`src/rtl/ex_stage_pipe.sv`:
```
// Execute stage with EX/MEM pipeline register: single-cycle ALU plus an iterative shift-add multiplier.
// Optional operand forwarding is enabled by defining EX_FORWARD_EN.
module ex_stage_pipe #(
    parameter int DATA_W = 32,
    parameter int REG_AW = 5,
    parameter int MEMC_W = 2,
    parameter int WBC_W  = 2
) (
    input  logic              Clk,
    input  logic              Rst,
    input  logic              InValid,
    output logic              InReady,
    input  logic [3:0]        EXControlIn,
    input  logic [2:0]        FunctIn,
    input  logic [MEMC_W-1:0] MEMControlIn,
    input  logic [WBC_W-1:0]  WBControlIn,
    input  logic [DATA_W-1:0] DataAIn,
    input  logic [DATA_W-1:0] DataBIn,
    input  logic [DATA_W-1:0] SEIn,
    input  logic [REG_AW-1:0] RtIn,
    input  logic [REG_AW-1:0] RdIn,
`ifdef EX_FORWARD_EN
    input  logic [1:0]        FwdASel,
    input  logic [1:0]        FwdBSel,
    input  logic [DATA_W-1:0] FwdMemData,
    input  logic [DATA_W-1:0] FwdWbData,
`endif
    input  logic              Stall,
    input  logic              Flush,
    output logic              OutValid,
    output logic [DATA_W-1:0] ResultOut,
    output logic [DATA_W-1:0] DataOut,
    output logic [MEMC_W-1:0] MEMControlOut,
    output logic [WBC_W-1:0]  WBControlOut,
    output logic [REG_AW-1:0] RdOut,
    output logic              ZeroOut,
    output logic              OvfOut
);

    localparam int CNT_W = $clog2(DATA_W);
    localparam int MSB   = DATA_W - 1;

    typedef enum logic [1:0] {IDLE, MUL, DONE} state_e;

    state_e              state_q, state_d;
    logic [CNT_W-1:0]    cnt_q, cnt_d;
    logic [DATA_W-1:0]   mcand_q, mcand_d;
    logic [DATA_W-1:0]   mplier_q, mplier_d;
    logic [DATA_W-1:0]   acc_q, acc_d;
    logic [DATA_W-1:0]   sbData_q, sbData_d;
    logic [MEMC_W-1:0]   sbMem_q, sbMem_d;
    logic [WBC_W-1:0]    sbWb_q, sbWb_d;
    logic [REG_AW-1:0]   sbRd_q, sbRd_d;

    logic                valid_q, valid_d;
    logic [DATA_W-1:0]   result_q, result_d;
    logic [DATA_W-1:0]   data_q, data_d;
    logic [MEMC_W-1:0]   mem_q, mem_d;
    logic [WBC_W-1:0]    wb_q, wb_d;
    logic [REG_AW-1:0]   rd_q, rd_d;
    logic                zero_q, zero_d;
    logic                ovf_q, ovf_d;

    logic [DATA_W-1:0]   fwdA, fwdB, opA, opB;
    logic [DATA_W-1:0]   sum, diff, aluRes, mulAddend;
    logic [REG_AW-1:0]   destReg;
    logic                aluOvf, slt, isMul, accept;
    logic                unusedCtrl;

`ifdef EX_FORWARD_EN
    always_comb begin
        fwdA = DataAIn;
        fwdB = DataBIn;
        case (FwdASel)
            2'b01:   fwdA = FwdMemData;
            2'b10:   fwdA = FwdWbData;
            default: fwdA = DataAIn;
        endcase
        case (FwdBSel)
            2'b01:   fwdB = FwdMemData;
            2'b10:   fwdB = FwdWbData;
            default: fwdB = DataBIn;
        endcase
    end
`else
    always_comb begin
        fwdA = DataAIn;
        fwdB = DataBIn;
    end
`endif

    assign opA        = fwdA;
    assign opB        = EXControlIn[3] ? SEIn : fwdB;
    assign destReg    = EXControlIn[0] ? RdIn : RtIn;
    assign unusedCtrl = ^EXControlIn[2:1];
    assign isMul      = (FunctIn == 3'b101);
    assign InReady    = (state_q == IDLE) && !Stall && !Rst;
    assign accept     = InValid && InReady && !Flush;

    assign sum  = opA + opB;
    assign diff = opA - opB;
    assign slt  = $signed(opA) < $signed(opB);
    assign mulAddend = mplier_q[cnt_q] ? (mcand_q << cnt_q) : '0;

    always_comb begin
        aluRes = '0;
        aluOvf = 1'b0;
        case (FunctIn)
            3'b000: aluRes = opA & opB;
            3'b001: aluRes = opA | opB;
            3'b010: begin
                aluRes = sum;
                aluOvf = (opA[MSB] == opB[MSB]) && (sum[MSB] != opA[MSB]);
            end
            3'b011: aluRes = opA ^ opB;
            3'b100: aluRes = ~(opA | opB);
            3'b110: begin
                aluRes = diff;
                aluOvf = (opA[MSB] != opB[MSB]) && (diff[MSB] != opA[MSB]);
            end
            3'b111: aluRes = {{(DATA_W-1){1'b0}}, slt};
            default: aluRes = '0;
        endcase
    end

    // Flush overrides everything; otherwise the FSM decides what the EX/MEM register loads.
    always_comb begin
        state_d  = state_q;
        cnt_d    = cnt_q;
        mcand_d  = mcand_q;
        mplier_d = mplier_q;
        acc_d    = acc_q;
        sbData_d = sbData_q;
        sbMem_d  = sbMem_q;
        sbWb_d   = sbWb_q;
        sbRd_d   = sbRd_q;
        valid_d  = valid_q;
        result_d = result_q;
        data_d   = data_q;
        mem_d    = mem_q;
        wb_d     = wb_q;
        rd_d     = rd_q;
        zero_d   = zero_q;
        ovf_d    = ovf_q;
        if (Flush) begin
            valid_d = 1'b0;
            state_d = IDLE;
        end else begin
            case (state_q)
                IDLE: begin
                    if (accept && isMul) begin
                        mcand_d  = opA;
                        mplier_d = opB;
                        acc_d    = '0;
                        cnt_d    = '0;
                        sbData_d = fwdB;
                        sbMem_d  = MEMControlIn;
                        sbWb_d   = WBControlIn;
                        sbRd_d   = destReg;
                        valid_d  = 1'b0;
                        state_d  = MUL;
                    end else if (accept) begin
                        valid_d  = 1'b1;
                        result_d = aluRes;
                        data_d   = fwdB;
                        mem_d    = MEMControlIn;
                        wb_d     = WBControlIn;
                        rd_d     = destReg;
                        zero_d   = (aluRes == '0);
                        ovf_d    = aluOvf;
                    end else if (!Stall) begin
                        valid_d = 1'b0;
                    end
                end
                MUL: begin
                    acc_d = acc_q + mulAddend;
                    cnt_d = cnt_q + CNT_W'(1);
                    if (cnt_q == CNT_W'(DATA_W - 1)) begin
                        state_d = DONE;
                    end
                end
                DONE: begin
                    if (!Stall) begin
                        valid_d  = 1'b1;
                        result_d = acc_q;
                        data_d   = sbData_q;
                        mem_d    = sbMem_q;
                        wb_d     = sbWb_q;
                        rd_d     = sbRd_q;
                        zero_d   = (acc_q == '0);
                        ovf_d    = 1'b0;
                        state_d  = IDLE;
                    end
                end
                default: state_d = IDLE;
            endcase
        end
    end

    always_ff @(posedge Clk or posedge Rst) begin
        if (Rst) begin
            state_q  <= IDLE;
            cnt_q    <= '0;
            mcand_q  <= '0;
            mplier_q <= '0;
            acc_q    <= '0;
            sbData_q <= '0;
            sbMem_q  <= '0;
            sbWb_q   <= '0;
            sbRd_q   <= '0;
            valid_q  <= 1'b0;
            result_q <= '0;
            data_q   <= '0;
            mem_q    <= '0;
            wb_q     <= '0;
            rd_q     <= '0;
            zero_q   <= 1'b0;
            ovf_q    <= 1'b0;
        end else begin
            state_q  <= state_d;
            cnt_q    <= cnt_d;
            mcand_q  <= mcand_d;
            mplier_q <= mplier_d;
            acc_q    <= acc_d;
            sbData_q <= sbData_d;
            sbMem_q  <= sbMem_d;
            sbWb_q   <= sbWb_d;
            sbRd_q   <= sbRd_d;
            valid_q  <= valid_d;
            result_q <= result_d;
            data_q   <= data_d;
            mem_q    <= mem_d;
            wb_q     <= wb_d;
            rd_q     <= rd_d;
            zero_q   <= zero_d;
            ovf_q    <= ovf_d;
        end
    end

    assign OutValid      = valid_q;
    assign ResultOut     = result_q;
    assign DataOut       = data_q;
    assign MEMControlOut = mem_q;
    assign WBControlOut  = wb_q;
    assign RdOut         = rd_q;
    assign ZeroOut       = zero_q;
    assign OvfOut        = ovf_q;

endmodule
```
`config.mk`:
```
export PLATFORM = sky130hd
export DESIGN_NAME = ex_stage_pipe
export DESIGN_NICKNAME = d
export VERILOG_FILES = /design/src/rtl/ex_stage_pipe.sv
export SDC_FILE = /design/constraint.sdc
export NUM_CORES = 1
export LEC_CHECK = 0
export ABC_CLOCK_PERIOD_IN_PS = 9300
export CORE_UTILIZATION = 45
export CTS_CLUSTER_DIAMETER = 50
export DETAILED_ROUTE_END_ITERATION = 10
export PLACE_DENSITY_LB_ADDON = 0.15
export SYNTH_ARGS = -nofsm -noshare
export SYNTH_HDL_FRONTEND = slang
export SYNTH_SLANG_ARGS = --single-unit
```
`constraint.sdc`:
```
create_clock -name Clk -period 9.3 [get_ports Clk]
set_input_delay 0.93 -clock Clk [delete_from_list [all_inputs] [get_ports Clk]]
set_output_delay 0.93 -clock Clk [all_outputs]
set_load 0.01 [all_outputs]
```
# After elaboration in Yosys (flattened, before gate mapping)

Index checks and enable logic that the tools add are counted.
W data, S select, Z words.

Bits in registers: 220
Input port bits: 122
Output and inout bits: 77
Word-level logic and storage cells: 122

Add/sub/neg operators: 4
$lt $le $gt $ge: 2
Eq/ne operators: 22
Shift-type cells: 1
Multiplexer cells: 49
Bitwise gates (word level): 5
Reduce and logical (&&, ||, !) cells: 22

Operators by type and width:

| cell                 | count |
|---|---|
| $mux W32             | 9 |
| $pmux W32 S7         | 1 |
| $pmux W32 S2         | 3 |
| $add A32 B32 Y32     | 2 |
| $logic_not A32 Y1    | 2 |
| $and A32 B32 Y32     | 1 |
| $lt A32 B32 Y1       | 1 |
| $not A32 Y32         | 1 |
| $or A32 B32 Y32      | 1 |
| $shl A32 B5 Y32      | 1 |
| $sub A32 B32 Y32     | 1 |
| $xor A32 B32 Y32     | 1 |
| $mux W5              | 5 |
| $mux W2              | 10 |
| $pmux W5 S2          | 2 |
| $eq A3 B3 Y1 const B | 4 |
| $reduce_and A3 Y1    | 4 |
| $mux W1              | 11 |
| $pmux W1 S2          | 4 |
| $pmux W2 S2          | 2 |
| $logic_and A1 B1 Y1  | 7 |
| $eq A3 B2 Y1 const B | 2 |
| $lt A5 B6 Y1 const B | 1 |
| $ne A2 B2 Y1 const B | 3 |
| other kinds (20)     | 26 |

# Depth between registers and ports, before layout

Gate-level depths: netlist of run 1.

Word-level depth: 9
Gate-level depth with buffers: 23
Gate-level depth less buffers: 19

# Worst setup path before layout of run 1

No wires, ideal clock.

Path kind: input to register
Start point: in Rst
End point: reg zero_q (netlist: ZeroOut)
Arrival: 7,237 ps
Data required time: 9,224 ps
Path slack: 1,987 ps
Stages: 10
Path buffers: 0
Cells stage by stage: inv_1 > a31oi_1 > nor4_1 > and3_1 > nand3b_1 > nor3_1 > nand4_1 > nor4_2 > nand4b_1 > o21ai_1

Word-level cells in the longest chain between the ends: 7

RTL lines:

| item                                 | RTL line | source |
|---|---|---|
| from (decl)                          | 10       | `input logic Rst,` |
| $logic_not A1 Y1 (no source line) *  | -        |  |
| $logic_and A1 B1 Y1 *                | 97       | `assign InReady = (state_q == IDLE) && !Stall && !Rst;` |
| $logic_and A1 B1 Y1 * (2 in series)  | 98       | `assign accept = InValid && InReady && !Flush;` |
| $logic_and A1 B1 Y1                  | 151      | `if (accept && isMul) begin` |
| $ne A2 B2 Y1 (no source line)        | -        |  |
| $reduce_and A5 Y1 (no source line) * | -        |  |
| to (signal assigned)                 | 235      | `zero_q <= zero_d;` |
| to (decl)                            | 61       | `logic zero_q, zero_d;` |

Every way passes the cells marked *; elsewhere a longest branch is shown, timed or not.
A chain may end at the register's enable or synchronous reset.

# Worst setup path in the final report of run 1

Start point: in EXControlIn[3]
End point: reg zero_q (netlist: ZeroOut)

Word-level cells in the longest chain between the ends: 8

RTL lines:

| item                                                     | RTL line | source |
|---|---|---|
| from (decl)                                              | 13       | `input logic [3:0] EXControlIn,` |
| $mux W32 *                                               | 93       | `assign opB = EXControlIn[3] ? SEIn : fwdB;` |
| branches (longest 2 deep; another with $sub A32 B32 Y32) | -        |  |
| $pmux W32 S7 *                                           | 108      | `case (FunctIn)` |
| $logic_not A32 Y1 *                                      | 169      | `zero_d = (aluRes == '0);` |
| $mux W1 *                                                | 162      | `end else if (accept) begin` |
| $mux W1 *                                                | 151      |  |
| $pmux W1 S2 *                                            | 149      | `case (state_q)` |

Every way passes the cells marked *. The select of a mux whose other input is x is not followed.

==> impl_metrics.toml, run 1 <==
[run_status]
outcome = "finished, final reports clean"

[sta]
fin_worst_skew_ps = 9.38
setup_viol = 0
report.final.hold_viol_count = 0
timing.final.crit_period_ps = 6290
finalSetupTns_ps = 0
tightest_slew_ps = 1220
timing.slew.headroom = 0.167
slew_viol_final = 0
setup_repair_after_global_routing_missed_its_margin = "false"
max_clock_freq_mhz = 159
fin_crit_sh = 0.677

[place]
place.detailed.hpwl_um = 49600
gp_congestion = 0.958
port_buffers = 196

[yosys]
synthesis.area_um2 = 18700
ys_top_cells_by_area = "sky130_fd_sc_hd__dfrtp_1 (29%), sky130_fd_sc_hd__ha_1 (8.8%), sky130_fd_sc_hd__nand2_1 (7.7%)"
synth_seq_area_share = 0.294
syn_nets = 2639
synth_warnings = 0
synth-seq-cells = 220
syn_avg_cell_area_um2 = 7.86
synth.distinct_cells = 97
synth_largest_type_area_fraction = 0.294
synth.most_common_cell = "sky130_fd_sc_hd__nand2_1"
synth_enable_flop_cells = 0
synth-main-ff-cell = "sky130_fd_sc_hd__dfrtp_1"
synth_common_cells = "sky130_fd_sc_hd__nand2_1 (385), sky130_fd_sc_hd__nor2_1 (251), sky130_fd_sc_hd__dfrtp_1 (220), sky130_fd_sc_hd__a21oi_1 (173), sky130_fd_sc_hd__o21ai_0 (165)"
async_set_or_reset_register_ratio_after_synthesis = 1.00
synth_top_area_cell = "sky130_fd_sc_hd__dfrtp_1"
synthesis.instances = 2382

[worst_setup_path]
timing_worst_setup_path_type = "primary input to flip-flop"
worst_r2r_path_depth = 18
critPathLaunchType = "primary input"
worstSetupEndpointType = "flip-flop"
critPathMaxFanout = 22
timing.critical_path.required_ps = 9800
crit_arrival_ps = 6800

[clocking]
clkSlewWorstSetupHoldPaths_ps = 50
clock_sinks = 220
clock_path_buffers = 3
cts_made_buffers = 31
cts_setup_buffers = 0
cts_tree = "done"
post_cts_hold_buffer_count = 0
clk_latency_ps = 580
ctsRootBufferMaster = "sky130_fd_sc_hd__clkbuf_16"
cts_repair_resize_count = 0
clock_tree.htree_level_count = 1

[detailed_routing]
avgRoutedWirePerCell_um = 21.8
drt_iter0_drc = 1687
overall_via_count_from_detail_route = 18500
dr.pass1.iters = 6
detail-route-antenna-nets = 0
drc = 0
routed_via_density = 6.07
drt-total-wl_um = 66300

[layout]
final_util = 0.540
design.final.nets = 2745
drive_gt1_frac = 0.0688
areaGrowthSynthToFinish_pct = 17.9
fillerInstances = 3915
multi_input_comb_area_um2 = 12200
ff_latch_area_um2 = 5510

[grt]
grt_start_max_net_pins = 97
antenna_found_initial = 0
global_route_total_overflow = 0
grt_pass1_wl_um = 101000
via_count_of_the_first_global_routing_pass = 17200
grtUsageTotal = 0.308

[run]
drv.max_cap_violation_count = 0

[power_and_ir_drop]
peakVddDrop_mv = 0.121
p_leak_uw = 0.00992
power_density_nw_per_um2 = 173

[floorplanning]
floorplan.initialDensity = 0.458
chipWidth_um = 206
floorplan.core_area_um2 = 40900
pin_count = 199
fp.dieArea_um2 = 42400
num_rows = 74
dieHeight_um = 206

[worst_hold_path]
hold_path_class = "flip-flop to flip-flop"
hold-path-cell-count = 2
-- critical path: stages --
cell and delay, ps:
sky130_fd_sc_hd__buf_2 540, sky130_fd_sc_hd__mux2i_1 890, sky130_fd_sc_hd__ha_1 540, sky130_fd_sc_hd__a21oi_2 350, sky130_fd_sc_hd__nand2_1 120, sky130_fd_sc_hd__or4b_1 540, sky130_fd_sc_hd__a221o_1 360, sky130_fd_sc_hd__a21oi_1 170
sky130_fd_sc_hd__mux2_1 340, sky130_fd_sc_hd__a221oi_1 890, sky130_fd_sc_hd__nand4_1 400, sky130_fd_sc_hd__nor4_2 360, sky130_fd_sc_hd__nand4b_1 170, sky130_fd_sc_hd__o21ai_1 150
-- report_power, final --
group | switching (uW) | internal (uW) | total, uW
clock network | 482 | 720 | 1200
logic | 813 | 597 | 1410
registers | 102 | 1110 | 1210
-- sequential cells by signal (all words and copies together) (netlist names) --
register and cells:
DataOut 32, MEMControlOut 2, OutValid 1, OvfOut 1, RdOut 5, ResultOut 32, WBControlOut 2, ZeroOut 1
acc_q 32, cnt_q 5, mcand_q 32, mplier_q 32, sbData_q 32, sbMem_q 2, sbRd_q 5, sbWb_q 2
state_q 2
-- cell usage in the layout (no fill, tap or decap), types with 36 or more instances in the layout --
| cell | count |
|---|---|
| sky130_fd_sc_hd__a21oi_1 | 173 |
| sky130_fd_sc_hd__a31oi_1 | 51 |
| sky130_fd_sc_hd__clkdlybuf4s50_1 | 194 |
| sky130_fd_sc_hd__nand2_1 | 385 |
| sky130_fd_sc_hd__inv_1 | 112 |
| sky130_fd_sc_hd__o21ai_0 | 165 |
| sky130_fd_sc_hd__nand3_1 | 62 |
| sky130_fd_sc_hd__buf_4 | 36 |
| sky130_fd_sc_hd__dfrtp_1 | 218 |
| sky130_fd_sc_hd__mux2i_1 | 85 |
| sky130_fd_sc_hd__nor3_1 | 37 |
| sky130_fd_sc_hd__ha_1 | 132 |
| sky130_fd_sc_hd__nor2_1 | 251 |
-- path summary, 6_finish.rpt --
kind / startpoint / end / slack [ps]
max reg2reg: cnt_q[0]$_DFFE_PP0P_ / acc_q[30]$_DFFE_PP0P_ / 3880
max in group asynchronous: Rst / sbData_q[7]$_DFFE_PP0P_ / 7090
min reg2reg: sbData_q[7]$_DFFE_PP0P_ / sbData_q[7]$_DFFE_PP0P_ / 470
min in group asynchronous: Rst / sbData_q[1]$_DFFE_PP0P_ / 830
max: EXControlIn[3] / ZeroOut$_DFFE_PP0P_ / 3010
min: sbData_q[7]$_DFFE_PP0P_ / sbData_q[7]$_DFFE_PP0P_ / 470
-- metal layers --
layer	part of all wire	up-vias	GRT usage
met5	0	-	0
met4	0.033	0	0.103
li1	-	8730	-
met2	0.47	678	0.501
met3	0.065	110	0.0397
met1	0.43	8963	0.421
-- kinds of logic (layout without fill, tap and decap cells) --
group	count (synthesis)	in the layout	share of synthesized area
compound gates	686	686	0.239
xor+xnor	32	32	0.0150
fa+ha+maj	135	135	0.0914
buf+inv	277	408	0.0577
flops	220	220	0.294
mux	125	125	0.0881
other cells	0	1	0
simple gates	907	907	0.215
-- final cells by class --
type	instances	share of cell area
clock inverter	17	0.00884
timing repair buffer	232	0.101
inverter	118	0.0204
multi-input combinational	1885	0.551
clock buffer	41	0.0391
antenna	1	0.000113
sequential	220	0.249
tap	532	0.0301
-- stage by stage --
stage	std cells	instance area [um^2]	power (uW)	setup slack, ps	hold slack (ps)
after global placement	2987	21000	2590	2670	448
after detailed placement	2987	21000	2620	2630	455
final	3046	22100	3820	3010	467
after CTS	3045	22100	3830	3220	469
after floorplan	2382	18700	2080	1990	439
after global routing	3045	22100	4020	2980	483
Note: power is estimated with default switching activity, not from simulation.
==> run 2, diff against run 1 <==
ABC_CLOCK_PERIOD_IN_PS = 5970   (was 9300)
clock period = 5.97 ns   (was 9.3 ns; I/O delays follow)
==> run 2 against run 1 <==
Net effect:
- global-route usage grew 0.64 points
- critical path depth grew 3
- critical path type is now flip-flop to flip-flop
- sequential power grew 56%
- register-to-register slack lost 3100 ps
- largest power group unchanged
==> impl_metrics.toml, run 2 (synthesized netlist as in run 1, its figures left out) <==
[run_status]
outcome = "finished, final reports clean"

[worst_setup_path]
cp_top_family = "compound AO/OA/AOI/OAI gates"
timing.critical_path.mode_cell = "sky130_fd_sc_hd__o21ai_0"
critical_path.max_stage_delay_ps = 570
worst_path_max_delay_cell = "sky130_fd_sc_hd__dfrtp_2"
worst_r2r_path_depth = 17
rr_startpoint = "cnt_q[0]$_DFFE_PP0P_"
critical_path_cell_by_cell = "buf_4 > inv_1 > mux2i_1 > nand2_1 > a211oi_1 > ha_1 > a21o_1 > a21o_1 > a21oi_1 > o21ai_0 > o311ai_0 > a311oi_1 > o21ai_0 > nand2b_1 > a21oi_1 > xor2_1 > o21ai_0"
reg2reg_to = "acc_q[24]$_DFFE_PP0P_"
r2r_slack_ps = 770
critPathLaunchType = "flip-flop"
crit_buf_inv = 2
timing_worst_setup_path_type = "flip-flop to flip-flop"
critPathMaxFanout = 38
timing.critical_path.required_ps = 6410
worstSetupEndpointType = "flip-flop"
crit_arrival_ps = 5640

[floorplanning]
floorplan.initialDensity = 0.458
fp.dieArea_um2 = 42400
num_rows = 74
floorplan.core_area_um2 = 40900
chipWidth_um = 206
pin_count = 199
dieHeight_um = 206

[place]
placedCellCount = 3038
gp_congestion = 0.965
port_buffers = 196
place_worst_setup_slack_ps = 639
place.detailed.hpwl_um = 51500

[detailed_routing]
overall_via_count_from_detail_route = 18700
dr.pass1.iters = 6
drc = 0
avgRoutedWirePerCell_um = 21.9
met1_length_um = 29100
drt-total-wl_um = 67900
drt_iter0_drc = 1874
met2_length_um = 31700
highest_layer = "met5"
detailroute.wirelength.met3_um = 4590
detail-route-antenna-nets = 0
routed_via_density = 6.04

[worst_hold_path]
hold_path_class = "primary input to async pin"

[clocking]
clk_latency_ps = 590
cts_made_buffers = 31
cts_repair_resize_count = 0
cts_setup_buffers = 0
ctsRootBufferMaster = "sky130_fd_sc_hd__clkbuf_16"
clock_path_buffers = 3
clkSlewWorstSetupHoldPaths_ps = 60
clock_sinks = 220
post_cts_hold_buffer_count = 0
clock_tree.htree_level_count = 1
cts_tree = "done"

[sta]
fin_worst_skew_ps = 32.0
slew_viol_final = 0
report.final.hold_viol_count = 0
tightest_slew_ps = 1130
timing.final.crit_period_ps = 5200
setup_repair_after_global_routing_missed_its_margin = "false"
fin_crit_sh = 0.871
setup_viol = 0
max_clock_freq_mhz = 192
setup_ws_ps = 769
finalSetupTns_ps = 0
timing.slew.headroom = 0.243

[grt]
grtUsageTotal = 0.314
grt_pass1_wl_um = 103000
antenna_found_initial = 2
global_route_total_overflow = 0
grt_start_max_net_pins = 97
via_count_of_the_first_global_routing_pass = 17500

[layout]
most-common-layout-cells = "sky130_fd_sc_hd__nand2_1 (385), sky130_fd_sc_hd__nor2_1 (251), sky130_fd_sc_hd__dfrtp_1 (218)"
areaGrowthSynthToFinish_pct = 20.1
mostFrequentLayoutCell = "sky130_fd_sc_hd__nand2_1"
drive_gt1_frac = 0.0881
n_antenna_cell = 0
design.final.nets = 2796
post_layout_nonfiller_instances = 3096
fillerInstances = 4015

[power_and_ir_drop]
peakVddDrop_mv = 0.218
power_density_nw_per_um2 = 269
p_leak_uw = 0.0102

[run]
drv.max_cap_violation_count = 0
[run 2: cell count changes in the layout (fill, tap and decap cells not counted)]
cell                         change
sky130_fd_sc_hd__buf_12          +1
sky130_fd_sc_hd__buf_4          +50
sky130_fd_sc_hd__clkbuf_1        -2
sky130_fd_sc_hd__clkbuf_8        +2
sky130_fd_sc_hd__clkinv_2        +2
sky130_fd_sc_hd__clkinv_4        -2
sky130_fd_sc_hd__clkinv_8        -1
sky130_fd_sc_hd__clkinvlp_4      -1
sky130_fd_sc_hd__diode_2         -1
sky130_fd_sc_hd__inv_16          +1
sky130_fd_sc_hd__inv_6           +1
[run 2: worst max-delay path by stage]
stage / from / endpoint / slack [ps] / depth (start not counted)
finish: cnt_q[0]$_DFFE_PP0P_ / acc_q[24]$_DFFE_PP0P_ / 770 / 17
global route: cnt_q[0]$_DFFE_PP0P_ / acc_q[24]$_DFFE_PP0P_ / 300 / 17
CTS: cnt_q[0]$_DFFE_PP0P_ / acc_q[31]$_DFFE_PP0P_ / 880 / 18
detailed placement: DataBIn[12] / ZeroOut$_DFFE_PP0P_ / 640 / 16
global placement: DataBIn[12] / ZeroOut$_DFFE_PP0P_ / 720 / 16
floorplan: Rst / ResultOut[23]$_DFFE_PP0P_ / 600 / 8
[run 2: area by class of cell]
| class | instances | area [um^2] | share of cell area |
|---|---|---|---|
| sequential | 220 | 5510 | 0.245 |
| multi-input combinational | 1885 | 12200 | 0.541 |
| tap | 532 | 666 | 0.0296 |
| inverter | 118 | 447 | 0.0199 |
| clock inverter | 17 | 196 | 0.00873 |
| clock buffer | 41 | 883 | 0.0393 |
| timing repair buffer | 283 | 2620 | 0.116 |
[run 2: per-stage QoR]
stage	total power [uW]	hold slack, ps	util	cell area (um^2)
detailed placement	4140	455	0.523	21400
CTS	6060	344	0.550	22500
finish	6060	346	0.550	22500
global placement	4100	448	0.523	21400
global route	6370	365	0.550	22500
floorplan	3240	439	-	18700
[run 2: metal layers]
metal	GRT usage	up-vias
li1	-	8829
met1	0.426	9012
met2	0.511	751
met3	0.0421	121
met4	0.113	2
met5	0	-
[run 2: worst register-to-register path, cell delays in order, from the launching register on]
cell	delay, ps
sky130_fd_sc_hd__dfrtp_2	570
sky130_fd_sc_hd__buf_4	510
sky130_fd_sc_hd__inv_1	360
sky130_fd_sc_hd__mux2i_1	290
sky130_fd_sc_hd__nand2_1	180
sky130_fd_sc_hd__a211oi_1	430
sky130_fd_sc_hd__ha_1	360
sky130_fd_sc_hd__a21o_1	180
sky130_fd_sc_hd__a21o_1	180
sky130_fd_sc_hd__a21oi_1	180
sky130_fd_sc_hd__o21ai_0	140
sky130_fd_sc_hd__o311ai_0	560
sky130_fd_sc_hd__a311oi_1	270
sky130_fd_sc_hd__o21ai_0	280
sky130_fd_sc_hd__nand2b_1	100
sky130_fd_sc_hd__a21oi_1	200
sky130_fd_sc_hd__xor2_1	170
sky130_fd_sc_hd__o21ai_0	100
[run 2: power breakdown]
part / total (uW) / switching (uW) / internal [uW]
combinational: 2260 / 1290 / 974
sequential: 1890 / 162 / 1730
clock: 1910 / 758 / 1150
total: 6060 / 2210 / 3850
